==> src/rtl/msu_axis_harness.sv <==
// AXI-stream harness around the msu core: loads one job, unloads the result, reports done or a coded error.
// Optional watchdog is enabled by defining MSU_AXIS_TIMEOUT_EN.
//
// state   | meaning
// IDLE    | waiting for start
// ARM     | one-cycle MSU kick, input size checked
// SEND    | streaming msu_in beats to the core
// AWAIT   | waiting for start_xfer, output size checked
// RECV    | capturing result beats into msu_out
// DONE    | one-cycle completion pulse
// ERROR   | holds coded error until start or reset
module msu_axis_harness #(
  parameter int AXI_LEN         = 32,
  parameter int IN_XFERS        = 8,
  parameter int OUT_XFERS       = 12,
  parameter int XFER_SIZE_WIDTH = 32,
  parameter int TIMEOUT_CYCLES  = 4096
) (
  input  logic                                 clk,
  input  logic                                 reset,
  input  logic                                 start,
  input  logic [IN_XFERS-1:0][AXI_LEN-1:0]     msu_in,
  output logic [OUT_XFERS-1:0][AXI_LEN-1:0]    msu_out,
  output logic                                 valid,
  output logic                                 error,
  output logic [1:0]                           err_code,
  output logic                                 busy,
  output logic [15:0]                          job_count,
  output logic                                 ap_start,
  input  logic                                 start_xfer,
  output logic                                 s_axis_tvalid,
  output logic                                 s_axis_tlast,
  output logic [AXI_LEN-1:0]                   s_axis_tdata,
  input  logic                                 s_axis_tready,
  input  logic [XFER_SIZE_WIDTH-1:0]           s_axis_xfer_size_in_bytes,
  input  logic                                 m_axis_tvalid,
  input  logic [AXI_LEN-1:0]                   m_axis_tdata,
  output logic                                 m_axis_tready,
  input  logic [XFER_SIZE_WIDTH-1:0]           m_axis_xfer_size_in_bytes
);

  localparam int IW = (IN_XFERS > 1) ? $clog2(IN_XFERS) : 1;
  localparam int OW = (OUT_XFERS > 1) ? $clog2(OUT_XFERS) : 1;
  localparam logic [IW-1:0] IN_LAST  = IW'(IN_XFERS - 1);
  localparam logic [OW-1:0] OUT_LAST = OW'(OUT_XFERS - 1);
  localparam logic [XFER_SIZE_WIDTH-1:0] IN_BYTES  = XFER_SIZE_WIDTH'(IN_XFERS * AXI_LEN / 8);
  localparam logic [XFER_SIZE_WIDTH-1:0] OUT_BYTES = XFER_SIZE_WIDTH'(OUT_XFERS * AXI_LEN / 8);

  typedef enum logic [2:0] {
    S_IDLE, S_ARM, S_SEND, S_AWAIT, S_RECV, S_DONE, S_ERROR
  } state_t;

  state_t        state, state_nxt;
  logic [1:0]    code_nxt;
  logic [IW-1:0] in_idx;
  logic [OW-1:0] out_idx;
  logic          send_beat, recv_beat;
  logic          wd_expired;

  assign send_beat = (state == S_SEND) && s_axis_tready;
  assign recv_beat = (state == S_RECV) && m_axis_tvalid;

`ifdef MSU_AXIS_TIMEOUT_EN
  logic [31:0] wdog;
  logic        wd_active;

  assign wd_active  = (state == S_SEND) || (state == S_AWAIT) || (state == S_RECV);
  assign wd_expired = wd_active && (wdog == 32'(TIMEOUT_CYCLES - 1));

  // Any sign of progress restarts the window.
  always_ff @(posedge clk) begin
    if (reset || !wd_active || (state_nxt != state) || send_beat || recv_beat)
      wdog <= '0;
    else
      wdog <= wdog + 32'd1;
  end
`else
  localparam int unused_timeout = TIMEOUT_CYCLES;
  assign wd_expired = 1'b0;
`endif

  always_ff @(posedge clk) begin
    if (reset) begin
      state    <= S_IDLE;
      err_code <= 2'd0;
    end else begin
      state    <= state_nxt;
      err_code <= code_nxt;
    end
  end

  always_comb begin
    state_nxt = state;
    code_nxt  = err_code;
    case (state)
      S_IDLE:  if (start) state_nxt = S_ARM;
      S_ARM: begin
        if (s_axis_xfer_size_in_bytes != IN_BYTES) begin
          state_nxt = S_ERROR;
          code_nxt  = 2'd1;
        end else begin
          state_nxt = S_SEND;
        end
      end
      S_SEND:  if (send_beat && (in_idx == IN_LAST)) state_nxt = S_AWAIT;
      S_AWAIT: begin
        if (start_xfer) begin
          if (m_axis_xfer_size_in_bytes != OUT_BYTES) begin
            state_nxt = S_ERROR;
            code_nxt  = 2'd2;
          end else begin
            state_nxt = S_RECV;
          end
        end
      end
      S_RECV:  if (recv_beat && (out_idx == OUT_LAST)) state_nxt = S_DONE;
      S_DONE:  state_nxt = start ? S_ARM : S_IDLE;
      S_ERROR: if (start) state_nxt = S_ARM;
      default: state_nxt = S_IDLE;
    endcase
    // Expiry loses to a beat or a regular transition in the same cycle.
    if (wd_expired && (state_nxt == state) && !send_beat && !recv_beat) begin
      state_nxt = S_ERROR;
      code_nxt  = 2'd3;
    end
    if (state_nxt == S_ARM) code_nxt = 2'd0;
  end

  always_comb begin
    ap_start      = (state == S_ARM);
    s_axis_tvalid = (state == S_SEND);
    s_axis_tlast  = (state == S_SEND) && (in_idx == IN_LAST);
    s_axis_tdata  = msu_in[in_idx];
    m_axis_tready = (state == S_RECV);
    valid         = (state == S_DONE);
    error         = (state == S_ERROR);
    busy          = !((state == S_IDLE) || (state == S_DONE) || (state == S_ERROR));
  end

  // Indices wrap on the last beat so they always address a real element.
  always_ff @(posedge clk) begin
    if (reset) begin
      in_idx    <= '0;
      out_idx   <= '0;
      job_count <= 16'd0;
    end else begin
      if (state_nxt == S_ARM) begin
        in_idx  <= '0;
        out_idx <= '0;
      end else begin
        if (send_beat) in_idx <= (in_idx == IN_LAST) ? '0 : in_idx + 1'b1;
        if (recv_beat) out_idx <= (out_idx == OUT_LAST) ? '0 : out_idx + 1'b1;
      end
      if (state_nxt == S_DONE) job_count <= job_count + 16'd1;
    end
  end

  // Result storage deliberately survives reset.
  always_ff @(posedge clk) begin
    if (recv_beat) msu_out[out_idx] <= m_axis_tdata;
  end

endmodule

==> config.mk <==
export PLATFORM = sky130hd
export DESIGN_NAME = msu_axis_harness
export DESIGN_NICKNAME = d
export VERILOG_FILES = /design/src/rtl/msu_axis_harness.sv
export SDC_FILE = /design/constraint.sdc
export NUM_CORES = 1
export LEC_CHECK = 0
export CORE_AREA = 2 2 315 317
export CTS_CLUSTER_SIZE = 24
export DETAILED_ROUTE_END_ITERATION = 10
export DIE_AREA = 0 0 317 319
export GPL_TIMING_DRIVEN = 0
export PLACE_DENSITY = 0.36
export SLEW_MARGIN = 0
export SYNTH_ARGS = -nofsm -noshare
export SYNTH_HDL_FRONTEND = slang
export SYNTH_SLANG_ARGS = --single-unit
export TNS_END_PERCENT = 20
==> constraint.sdc <==
create_clock -name clk -period 3.7 [get_ports clk]
set_clock_uncertainty 0.05 [all_clocks]
set_input_delay 0.74 -clock clk [delete_from_list [all_inputs] [get_ports clk]]
set_output_delay 0.74 -clock clk [all_outputs]
set_load 0.02 [all_outputs]
### Word level (Yosys, flattened, before mapping)

Cells that the tools add are included.
Widths: inputs -> output; s select.

| word-level totals | value |
|---|---|
| memories | 0 |
| input bits | 358 |
| latch bits | 0 |
| register bits after elaboration | 412 |
| bits in writable memories | 0 |
| logic and storage cells | 71 |
| bits in read-only memories | 0 |
| output and inout port bits | 441 |

| operators by class | value |
|---|---|
| div/mod/pow operators | 0 |
| bitwise gates (word level) | 0 |
| shift operators | 0 |
| reduce and logical (&&, ||, !) cells | 14 |
| multiplexer cells | 19 |
| $mul | 0 |
| equal/unequal tests | 15 |
| add/subtract/negate cells | 3 |
| magnitude comparators | 3 |

Operators with widths:

| kind | count |
|---|---|
| $bwmux 384 | 1 |
| $demux 32 s4 | 1 |
| $bmux 32 s3 | 1 |
| $mux 32 | 2 |
| $ne 32x6->1 const B | 2 |
| $mux 3 | 6 |
| $pmux 3 s6 | 1 |
| $add 16x1->16 const B | 1 |
| $eq 3x3->1 const B | 5 |
| $mux 2 | 4 |
| $eq 3x1->1 const B | 2 |
| $eq 3x2->1 const B | 2 |
| $logic_and 1x1->1 | 6 |
| $lt 4x5->1 const B | 1 |
| $add 4x1->4 const B | 1 |
| $eq 4x4->1 const B | 1 |
| $ge 4x1->1 const B | 1 |
| $lt 3x4->1 const B | 1 |
| $mux 4 | 1 |
| $ne 2x2->1 const B | 2 |
| $pmux 2 s2 | 1 |
| $reduce_and 4->1 | 1 |
| $reduce_or 2->1 | 2 |
| $add 3x1->3 const B | 1 |
| 6 further kinds | 7 |

### Longest topological paths before layout

Gate-level depths: netlist (run 1).

| depth | value |
|---|---|
| depth after elaboration | 7 |
| depth in mapped cells | 7 |
| gate-level depth less buffers | 6 |

### Worst setup path after synthesis (run 1)

OpenSTA, ideal clock, no wires.

| path | value |
|---|---|
| path type | input to register |
| start point | input port m_axis_tvalid |
| end point | register msu_out[224] (netlist name), enable pin |
| stages | 4 |
| buffers on the path | 1 |
| setup slack | 0.664 ns |
| required time | 3.229 ns |
| setup time | 0.421 ns |
| arrival | 2.565 ns |
| path through | and4bb_1 > buf_4 > nand2_1 > nor2_1 |

| on the way | value |
|---|---|
| word-level cells in the longest chain between the ends | 1 |

Ends and longest elaborated chain:

| what | RTL line | source |
|---|---|---|
| from (decl) | 36 | `input logic m_axis_tvalid,` |
| $logic_and 1x1->1 | 61 | `assign recv_beat = (state == S_RECV) && m_axis_tvalid;` |
| to (signal, indexed assignment) | 160 | `if (recv_beat) msu_out[out_idx] <= m_axis_tdata;` |
| to (decl) | 23 | `output logic [OUT_XFERS-1:0][AXI_LEN-1:0] msu_out,` |

No other way between the ends.
A chain may end at the register's enable or synchronous reset.

### Worst setup path in the final report (run 1)

| path | value |
|---|---|
| start point | register in_idx[1] |
| end point | output port s_axis_tdata[7] |

| on the way | value |
|---|---|
| word-level cells in the longest chain between the ends | 2 |

Ends and longest elaborated chain:

| what | RTL line | source |
|---|---|---|
| from (decl) | 55 | `logic [IW-1:0] in_idx;` |
| from (signal assigned) | 151 | `if (send_beat) in_idx <= (in_idx == IN_LAST) ? '0 : in_idx + 1'b1;` |
| $bmux 32 s3 | 133 | `s_axis_tdata = msu_in[in_idx];` |
| $mux 32 (implied by the code) | 133 |  |
| to (decl) | 33 | `output logic [AXI_LEN-1:0] s_axis_tdata,` |

No other way between the ends. The select of a mux whose other input is x is not followed.

==> Flow_metrics.wiki, run 1 <==
{| class="wikitable"
! Metric !! Value
|-
| TritonCTS clock tree || yes
|-
| Die Y-Extent || 319 um
|-
| Routed wirelength normalized by instance count || about 25 um
|-
| GPL Wtd Cong || 0.8367
|-
| Inserted Clock Buffers || 46
|-
| Core area || between 90,000 and 100,000 um^2
|-
| Final net count || approximately 1.9k
|-
| Nature of the critical path endpoint || output pin
|-
| Final number of setup-violating endpoints || 0
|-
| Synth-to-Final Area Change || 75.27%
|-
| Max cap viols || 0
|-
| Overall power || between 10 and 15 mW
|-
| VDD IR max || approximately 0.00022 V
|-
| Cell leakage power || about 8.6 nW
|-
| Hold Fails Final Rpt || 0
|-
| Slew headroom || approximately 43%
|-
| Clock Sinks || roughly 410
|-
| CTS HTree Levels || 2
|-
| Die area || approximately 100,000 um^2
|-
| Crit share post-route || about 99%
|-
| Maximum number of pins on one net before global-route repair || 33
|-
| Clock slew at the register clock pins of the worst setup and hold paths || about 0.060 ns
|-
| Fraction of synthesis flops using an asynchronous set or reset pin || 0%
|-
| Skew-Pair Late Insertion Delay || 0.58 ns
|-
| Count of buffers from port buffering || 797
|-
| Required arrival time at the worst endpoint || 2.91 ns
|-
| Total half-perimeter wirelength after legalization and detailed placement || ~55,000 um
|-
| Vias per inst || around 3.7
|-
| Layout cells sized above 1 || between 10% and 20%
|-
| Arrival time at the worst endpoint || between 2 and 3 ns
|-
| Overall via count from detail_route || ~11k
|-
| Syn. warnings || 0
|-
| Vias in the first global route || between 10k and 15k
|-
| Post-synthesis sequential area ratio || 80.05%
|-
| Number of buffers inserted for hold repair after clock tree synthesis || 0
|-
| Clock period minus final worst setup slack || between 3 and 4 ns
|-
| Number of distinct library cell variants in the gate-level netlist after synthesis || 47
|-
| Synthesized cell area || 15,110 um^2
|-
| Antenna violations before repair || 14
|-
| Pre-CTS setup slack || 0.009948 ns
|-
| Worst min-delay path category || register to register
|-
| Number of enable-type register cells in the synthesized netlist || ~380
|-
| GRT overflow || 0
|-
| Post-route antenna net violation count || 0
|-
| Number of I/O pins || 799
|-
| Commonest non-fill, non-tap cell in the layout || clkdlybuf4s50_1
|-
| Dominant synthesized flop cell || edfxtp_1
|-
| Root buffer selected by CTS || clkbuf_16
|-
| Buffer count from post-CTS setup fixing || 0
|-
| Element type at the critical path start || register
|-
| Number of DRC markers after the initial detailed-route iteration || 649
|-
| Slew at the pin closest to its max-slew limit || 0.8563 ns
|-
| Die width || 317 um
|-
| Max Root-Sink Buffers || 3
|-
| Commonest non-fill, non-tap cells in the layout || 768 x clkdlybuf4s50_1, 384 x edfxtp_1, 64 x mux4_2, 47 x clkbuf_16, 32 x mux2_2
|-
| Power Density || 402.2 nW/um^2
|-
| Initial DRT Pass Iterations || 4
|-
| Mean Syn Cell Area || about 21 um^2
|-
| Highest attainable clock frequency || about 270 MHz
|-
| CP Max Fanout || 10
|-
| Total nets after synthesis || approximately 1.1k
|-
| Cell row count || ~120
|-
| Cell count after synthesis || between 700 and 800
|-
| GRT Overall Usage || a little over an eighth
|-
| Effective utilization at floorplan || 15.46%
|-
| Routed wire length || 71,220 um
|-
| Pins Over Slew Limit || 0
|-
| Post-layout worst setup margin || roughly 0.035 ns
|-
| Critical setup path kind || register to output pin
|-
| Flop and latch count out of synthesis || around 410
|-
| Global-route wire length before repair || approximately 93,000 um
|-
| Unrepaired setup endpoints after global routing || yes
|-
| Status || finished, final reports clean
|-
| DRC violation count after routing || 0
|-
| Worst hold margin || ~0.42 ns
|}
## cell families (layout without fill, tap and decap cells)
family / after synthesis / count (layout) / share of synthesized area [%]
AND/OR/NAND/NOR: 103 / 103 / 4.150
buffers and inverters: 37 / 925 / 1.209
flip-flops: 412 / 412 / 80.05
adder cells (fa/ha/maj): 7 / 7 / 0.5798
XOR/XNOR: 7 / 7 / 0.4059
other: 0 / 6 / 0
AO/OA/AOI/OAI: 45 / 45 / 1.682
multiplexers: 96 / 96 / 11.93
## registers in the layout, summed over array words and instances (netlist names)
register   flops
job_count     16
state          3
msu_out      384
err_code       2
out_idx        4
in_idx         3
## metrics by stage
| step | TNS [ns] | instances | cell area [um^2] | utilization [%] |
|---|---|---|---|---|
| 2_1_floorplan | 0 | 707 | 15110 | - |
| 3_3_place_gp | -298.04 | 2791 | 24690 | 25.28 |
| 3_5_place_dp | 0 | 2798 | 24860 | 25.45 |
| 4_1_cts | -1.631 | 2882 | 26400 | 27.02 |
| 5_1_grt | -0.1229 | 2882 | 26460 | 27.08 |
| 6_report | 0 | 2888 | 26480 | 27.10 |
## cells in the mapped netlist (all sizes together), types with 3 or more instances
cell type  instances  area share [%]
and2              11            0.46
or3               12            0.50
inv               10            0.25
nor4              14            0.58
a21oi             21            0.70
edfxtp           384              76
mux2              32             2.4
nand2             15            0.39
dfxtp             28             3.7
clkbuf             9            0.22
xor2               5            0.29
nand3              8            0.27
nor2              12            0.30
nor3b              4            0.31
o21ai             14            0.46
mux4              64             9.5
buf               18            0.74
nor3               3           0.099
nand4             10            0.51
ha                 7            0.58
## path summary, 6_finish.rpt
path                             startpoint               to  slack [ns]  cells past startpoint
worst min register to register  err_code[0]      err_code[0]        0.42                      2
worst max register to register     state[2]      msu_out[63]        0.99                      6
worst min-delay path            err_code[0]      err_code[0]        0.42                      2
worst max-delay path              in_idx[1]  s_axis_tdata[7]        0.04                      4
## area by class of cell
type	instances	area, um^2
clock inverters	28	309.0
well taps	1287	1610
plain buffers	27	195.2
diodes	6	15.01
fillers	9904	71220
flip-flops and latches	412	12090
inverters	10	40.04
repair buffers	804	8149
clock buffers	56	1210
multi-input cells	258	2855
## report_power, final
| part | switching (mW) | total, mW | internal (mW) |
|---|---|---|---|
| sequential | 0.0102 | 5.12 | 5.11 |
| clock | 1.90 | 4.66 | 2.75 |
| combinational | 0.350 | 0.869 | 0.519 |
| total | 2.26 | 10.6 | 8.38 |
## repair_timing
action,4_1_cts,5_1_grt
hold endpoints to repair,0,0
endpoints found under the setup margin,32,21
gates resized for setup,31,22
## worst max-delay path, stage by stage, from the launching register on
cell             delay, ns
dfxtp_1               0.35
clkbuf_1              0.65
mux4_2                0.42
mux2_2                0.27
clkdlybuf4s50_1       0.58
## routing by layer
layer / vias to the layer above / global-route usage [%] / share of wire (%)
met4: 10 / 2.767 / 2.0
met1: 5275 / 13.23 / 34
met3: 85 / 4.188 / 8.4
li1: 4634 / - / -
met2: 592 / 26.86 / 56
met5: - / 0 / 0.080
Power figures use the tool's default switching activity.
==> inputs of run 2 (changes only) <==
--- a/config.mk
+++ b/config.mk
@@ -11,6 +11,7 @@
 export DIE_AREA = 0 0 317 319
 export GPL_TIMING_DRIVEN = 0
 export PLACE_DENSITY = 0.36
+export SKIP_CTS_REPAIR_TIMING = 1
 export SLEW_MARGIN = 0
 export SYNTH_ARGS = -nofsm -noshare
 export SYNTH_HDL_FRONTEND = slang
==> run 2 against run 1 <==
The run now ends with negative setup slack left. Combinational power grew 0.8%. Sequential share of layout area increased by 0.052 points. Non-clock buffer count stayed put. Clock power about the same. Wire length about the same. Worst hold slack worse by 0.0016 ns. Utilization is essentially flat. Maximum frequency down 1.7%. Register-to-register slack about the same. Final area shrank 0.11%. Worst setup slack worse by 0.062 ns. Global-route usage about the same. Largest power group unchanged. Highest routed layer unchanged.
==> Flow_metrics.wiki, run 2 (synthesized netlist as in run 1, its figures left out) <==
{| class="wikitable"
! Metric !! Value
|-
| Max reg flops || 384
|-
| Worst hold margin || 0.4164 ns
|-
| Total half-perimeter wirelength after legalization and detailed placement || approximately 55,000 um
|-
| Final number of setup-violating endpoints || 8
|-
| Number of DRC markers after the initial detailed-route iteration || between 600 and 700
|-
| Cell leakage power || between 8 and 9 nW
|-
| VDD IR max || between 0.0002 and 0.00025 V
|-
| Hold Fails Final Rpt || 0
|-
| Delay of the slowest cell on the worst path || approximately 0.60 ns
|-
| Commonest non-fill, non-tap cells in the layout || 786 x clkdlybuf4s50_1, 384 x edfxtp_1, 64 x mux4_2, 47 x clkbuf_16, 32 x mux2_2
|-
| Effective utilization at floorplan || about 15%
|-
| Nature of the critical path endpoint || output pin
|-
| Unrepaired setup endpoints after global routing || yes
|-
| Status || finished with violations
|-
| GPL Wtd Cong || about 0.84
|-
| Slew at the pin closest to its max-slew limit || between 0.8 and 0.9 ns
|-
| GRT overflow || 0
|-
| Critical setup path kind || register to output pin
|-
| Count of buffers from port buffering || approximately 800
|-
| Sequential cell area || roughly 12,000 um^2
|-
| Failing checks || negative setup slack
|-
| Vias in the first global route || around 11k
|-
| Post-route antenna net violation count || 0
|-
| Area occupied by multi-input gates || around 2900 um^2
|-
| Core area || around 98,000 um^2
|-
| Die width || about 320 um
|-
| Biggest regs || msu_out (384), job_count (16), out_idx (4)
|-
| Maximum number of pins on one net before global-route repair || 33
|-
| Number of buffers and inverters on the critical path || 3
|-
| Number of I/O pins || ~800
|-
| Antenna violations before repair || 14
|-
| Routed wirelength normalized by instance count || between 20 and 25 um
|-
| GRT Overall Usage || between 10 and 15%
|-
| Synth-to-Final Area Change || 75.07%
|-
| Highest attainable clock frequency || about 270 MHz
|-
| Skew-Pair Late Insertion Delay || 0.58 ns
|-
| CTS HTree Levels || 2
|-
| # fillers || 9,903
|-
| Clock Sinks || 412
|-
| Pins Over Slew Limit || 0
|-
| Die Y-Extent || around 320 um
|-
| Power Density || roughly 400 nW/um^2
|-
| Element type at the critical path start || register
|-
| Post-layout worst setup margin || -0.02653 ns
|-
| DRC violation count after routing || 0
|-
| Arrival time at the worst endpoint || approximately 3 ns
|-
| Max Root-Sink Buffers || 3
|-
| TritonCTS clock tree || yes
|-
| Crit share post-route || 100.7%
|-
| Routed wire length || 71,270 um
|-
| Total placed cells including tap cells || ~2.8k
|-
| Worst min-delay path category || register to register
|-
| CP Max Fanout || 10
|-
| Vias per inst || between 3 and 4
|-
| Layout cells sized above 1 || between 10 and 15%
|-
| Max cap viols || 0
|-
| Crit path cell chain || buf_8 > buf_4 > mux4_2 > mux2_2 > clkdlybuf4s50_1
|-
| Reg with most FFs || msu_out
|-
| Cell row count || between 100 and 150
|-
| Die area || between 100,000 and 150,000 um^2
|-
| Global-route wire length before repair || 93,490 um
|-
| Slowest stage cell on the critical path || mux4_2
|-
| Initial DRT Pass Iterations || 4
|-
| Overall via count from detail_route || about 11k
|-
| Clock slew at the register clock pins of the worst setup and hold paths || roughly 0.060 ns
|-
| Commonest non-fill, non-tap cell in the layout || clkdlybuf4s50_1
|-
| Required arrival time at the worst endpoint || slightly below 3 ns
|-
| Final net count || between 1.5k and 2k
|-
| Inserted Clock Buffers || 46
|-
| Crit path max-delay family || buffers and inverters
|-
| Slew headroom || between 40% and 50%
|-
| Clock period minus final worst setup slack || 3.727 ns
|-
| Post-layout instance count excluding filler cells || between 2k and 3k
|-
| Root buffer selected by CTS || clkbuf_16
|}
## run 2: cell types whose count changed in the layout (fill, tap and decap cells not counted), sizes merged
cell | previous run | this run
buf | 23 | 22
clkbuf | 67 | 68
clkdlybuf4s50 | 768 | 786
diode | 6 | 3
dlygate4sd2 | 11 | 0
dlymetal6s2s | 18 | 11
## run 2: report_power, final
part	leakage, nW	switching, mW	internal (mW)	total, mW
Sequential	3.68	0.0101	5.11	5.12
Combinational	4.14	0.351	0.525	0.876
Clock	0.735	1.90	2.75	4.65
## run 2: path summary, 6_finish.rpt
kind,start,end,slack [ns],cells past startpoint
hold / removal,err_code[0],err_code[0],0.42,2
setup reg to reg,state[2],msu_out[63],0.99,6
hold reg to reg,err_code[0],err_code[0],0.42,2
setup / recovery,in_idx[0],s_axis_tdata[15],-0.03,5
## run 2: layer usage
layer  up-vias  track usage [%]  part of all wire (%)
met5         -                0                 0.081
met4        10            2.767                   1.8
met3        78            4.181                   8.3
met2       580            26.85                    56
met1      5296            13.22                    34
li1       4624                -                     -
## run 2: stage by stage
stage	setup slack, ns	TNS [ns]	instance area (um^2)	util, %	power, mW
finish	-0.02653	-0.1260	26450	27.07	10.65
global route	-0.1651	-2.347	26440	27.06	11.05
CTS	-0.6674	-16.20	26380	27.00	10.84
detailed placement	0.009948	0	24860	25.45	6.113
global placement	-2.753	-298.04	24690	25.28	6.108
floorplan	0.6636	0	15110	-	5.466
## run 2: cell type report
type	count	area share, %
antenna	3	0.02839
buffer	27	0.6671
clock buffer	56	4.575
clock inverter	28	1.169
inverter	10	0.1514
multi-input combinational	258	10.80
sequential	412	45.72
tap	1287	6.089
timing repair buffer	804	30.80
## run 2: tightest hold or removal path, stage by stage, from the launching register on
cell,delay (ns)
dfxtp_1,0.32
inv_1,0.05
a211oi_1,0.06
==> inputs of run 3 (changes only) <==
==> constraint.sdc (replaced) <==
create_clock -name clk -period 3.7 [get_ports clk]
set_clock_uncertainty 0.05 [all_clocks]
set_input_delay 0.74 -clock clk [delete_from_list [all_inputs] [get_ports clk]]
set_output_delay 0.74 -clock clk [all_outputs]
set_load 0.1 [all_outputs]
==> run 3 against run 2 <==
Worst setup slack gained 0.14 ns. Clock power is essentially flat. Register-to-register slack better by 0.02 ns. Utilization fell by 0.19 points. Wire length down 0.11%. Sequential share of layout area up 0.33 points. The run now ends clean. Flip-flop and latch count unchanged. Via count is 0.14% lower.
==> Flow_metrics.wiki, run 3 (synthesized netlist as in run 1, its figures left out) <==
{| class="wikitable"
! Metric !! Value
|-
| Critical setup path kind || register to output pin
|-
| Cell row count || between 100 and 150
|-
| Crit path cell chain || buf_2 > buf_2 > mux4_2 > mux2_2 > clkbuf_2
|-
| Number of stages on the worst setup path || 5
|-
| Crit path max-delay family || buffers and inverters
|-
| Die Y-Extent || 319 um
|-
| Worst Hold Depth || 2
|-
| Delay of the slowest cell on the worst path || 0.43 ns
|-
| Commonest non-fill, non-tap cells in the layout || 762 x clkdlybuf4s50_1, 384 x edfxtp_1, 64 x mux4_2, 47 x clkbuf_16, 34 x clkbuf_2
|-
| Clock Sinks || slightly above 400
|-
| Root buffer selected by CTS || clkbuf_16
|-
| GRT Overall Usage || a little over an eighth
|-
| Clock slew at the register clock pins of the worst setup and hold paths || ~0.06 ns
|-
| Total half-perimeter wirelength after legalization and detailed placement || 54,730 um
|-
| Effective utilization at floorplan || between 10% and 20%
|-
| Routed wire length || ~71,000 um
|-
| Inserted Clock Buffers || 46
|-
| CP dominant cell by count || buf_2
|-
| Total placed cells including tap cells || approximately 2.8k
|-
| Die width || about 320 um
|-
| GRT overflow || 0
|-
| Commonest non-fill, non-tap cell in the layout || clkdlybuf4s50_1
|-
| Slew at the pin closest to its max-slew limit || around 1.3 ns
|-
| Number of DRC markers after the initial detailed-route iteration || 670
|-
| Vias in the first global route || approximately 11k
|-
| Overall via count from detail_route || 10.57k
|-
| Number of I/O pins || ~800
|-
| Slew headroom || between 15 and 20%
|-
| Total Negative Setup Slacks || 0 ns
|-
| Core area || between 90,000 and 100,000 um^2
|-
| DRC violation count after routing || 0
|-
| Clock period minus final worst setup slack || between 3 and 4 ns
|-
| Required arrival time at the worst endpoint || ~2.9 ns
|-
| Max cap viols || 0
|-
| Antenna violations before repair || 14
|-
| Routed wirelength normalized by instance count || approximately 25 um
|-
| Arrival time at the worst endpoint || 2.80 ns
|-
| CP Max Fanout || 10
|-
| Global-route wire length before repair || between 90,000 and 100,000 um
|-
| Maximum number of pins on one net before global-route repair || 33
|-
| Vias per inst || around 3.7
|-
| Max reg flops || ~380
|-
| Layout cells sized above 1 || between 10% and 20%
|-
| CTS HTree Levels || 2
|-
| Power Density || 415.1 nW/um^2
|-
| Reg with most FFs || msu_out
|-
| Count of buffers from port buffering || roughly 800
|-
| Hold Fails Final Rpt || 0
|-
| Synth-to-Final Area Change || 73.82%
|-
| Die area || roughly 100,000 um^2
|-
| Initial DRT Pass Iterations || 4
|-
| Post-layout instance count excluding filler cells || around 2.9k
|-
| Slowest stage cell on the critical path || buf_2
|-
| Worst min-delay path category || register to register
|-
| Cell leakage power || approximately 8.5 nW
|-
| Nature of the critical path endpoint || output pin
|-
| Unrepaired setup endpoints after global routing || no
|-
| Overall power || 10.90 mW
|-
| Status || finished, final reports clean
|-
| Element type at the critical path start || register
|-
| Final net count || 1,924
|-
| GPL Wtd Cong || between 0.8 and 0.9
|-
| Biggest regs || msu_out (384), job_count (16), out_idx (4)
|-
| Max Root-Sink Buffers || 3
|-
| Pins Over Slew Limit || 0
|-
| Length in cells of the worst reg-to-reg path || 6
|-
| TritonCTS clock tree || yes
|-
| Post-layout utilization of the core || between 20% and 30%
|-
| Highest attainable clock frequency || around 280 MHz
|-
| Post-route antenna net violation count || 0
|-
| Number of buffers and inverters on the critical path || 3
|-
| VDD IR max || 0.0002161 V
|-
| Crit share post-route || 96.99%
|-
| Final number of setup-violating endpoints || 0
|-
| # fillers || around 10k
|-
| Skew-Pair Late Insertion Delay || about 0.58 ns
|}
-- run 3: where the power goes --
part	internal [mW]	switching, mW
Sequential	5.11	0.0100
Combinational	0.500	0.625
Clock	2.75	1.90
Total	8.36	2.54
-- run 3: stage by stage --
stage          hold WS, ns  worst slack [ns]  cell area (um^2)
2_1_floorplan       0.4419          0.001226             15110
3_3_place_gp        0.4095            -2.753             24690
3_5_place_dp        0.3968           -0.4328             24860
4_1_cts             0.4180            -1.110             26380
5_1_grt             0.4518          0.001806             26240
6_report            0.4164            0.1113             26260
-- run 3: path summary, 6_finish.rpt --
check	startpoint	to	slack [ns]
min	err_code[0]	err_code[0]	0.42
max	in_idx[1]	s_axis_tdata[18]	0.11
min reg2reg	err_code[0]	err_code[0]	0.42
max reg2reg	state[2]	msu_out[63]	1.01
-- run 3: cell type report --
cell class	count	area [um^2]	share of cell area (%)
Sequential cell	412	12090	46.05
Clock buffer	56	1210	4.608
Tap cell	1287	1610	6.133
Timing Repair Buffer	804	7965	30.34
Inverter	10	40.04	0.1525
Antenna cell	5	12.51	0.04765
Clock inverter	28	309.0	1.177
Buffer	27	162.7	0.6195
Multi-Input combinational cell	258	2855	10.87
-- run 3: routing by layer --
metal / global-route usage [%] / routed length, um / vias to the layer above
met3: 4.181 / 6011 / 78
met4: 2.767 / 1307 / 10
met2: 26.85 / 39990 / 593
met5: 0 / 58 / -
met1: 13.22 / 23830 / 5264
li1: - / - / 4628
-- run 3: worst reg2reg max path: stages (launching register included) --
cell and delay [ns]:
dfxtp_1 0.43, buf_2 0.24, nor3b_2 0.28, nand2_1 0.17
nor3_1 0.29, and2_2 0.59, buf_12 0.27
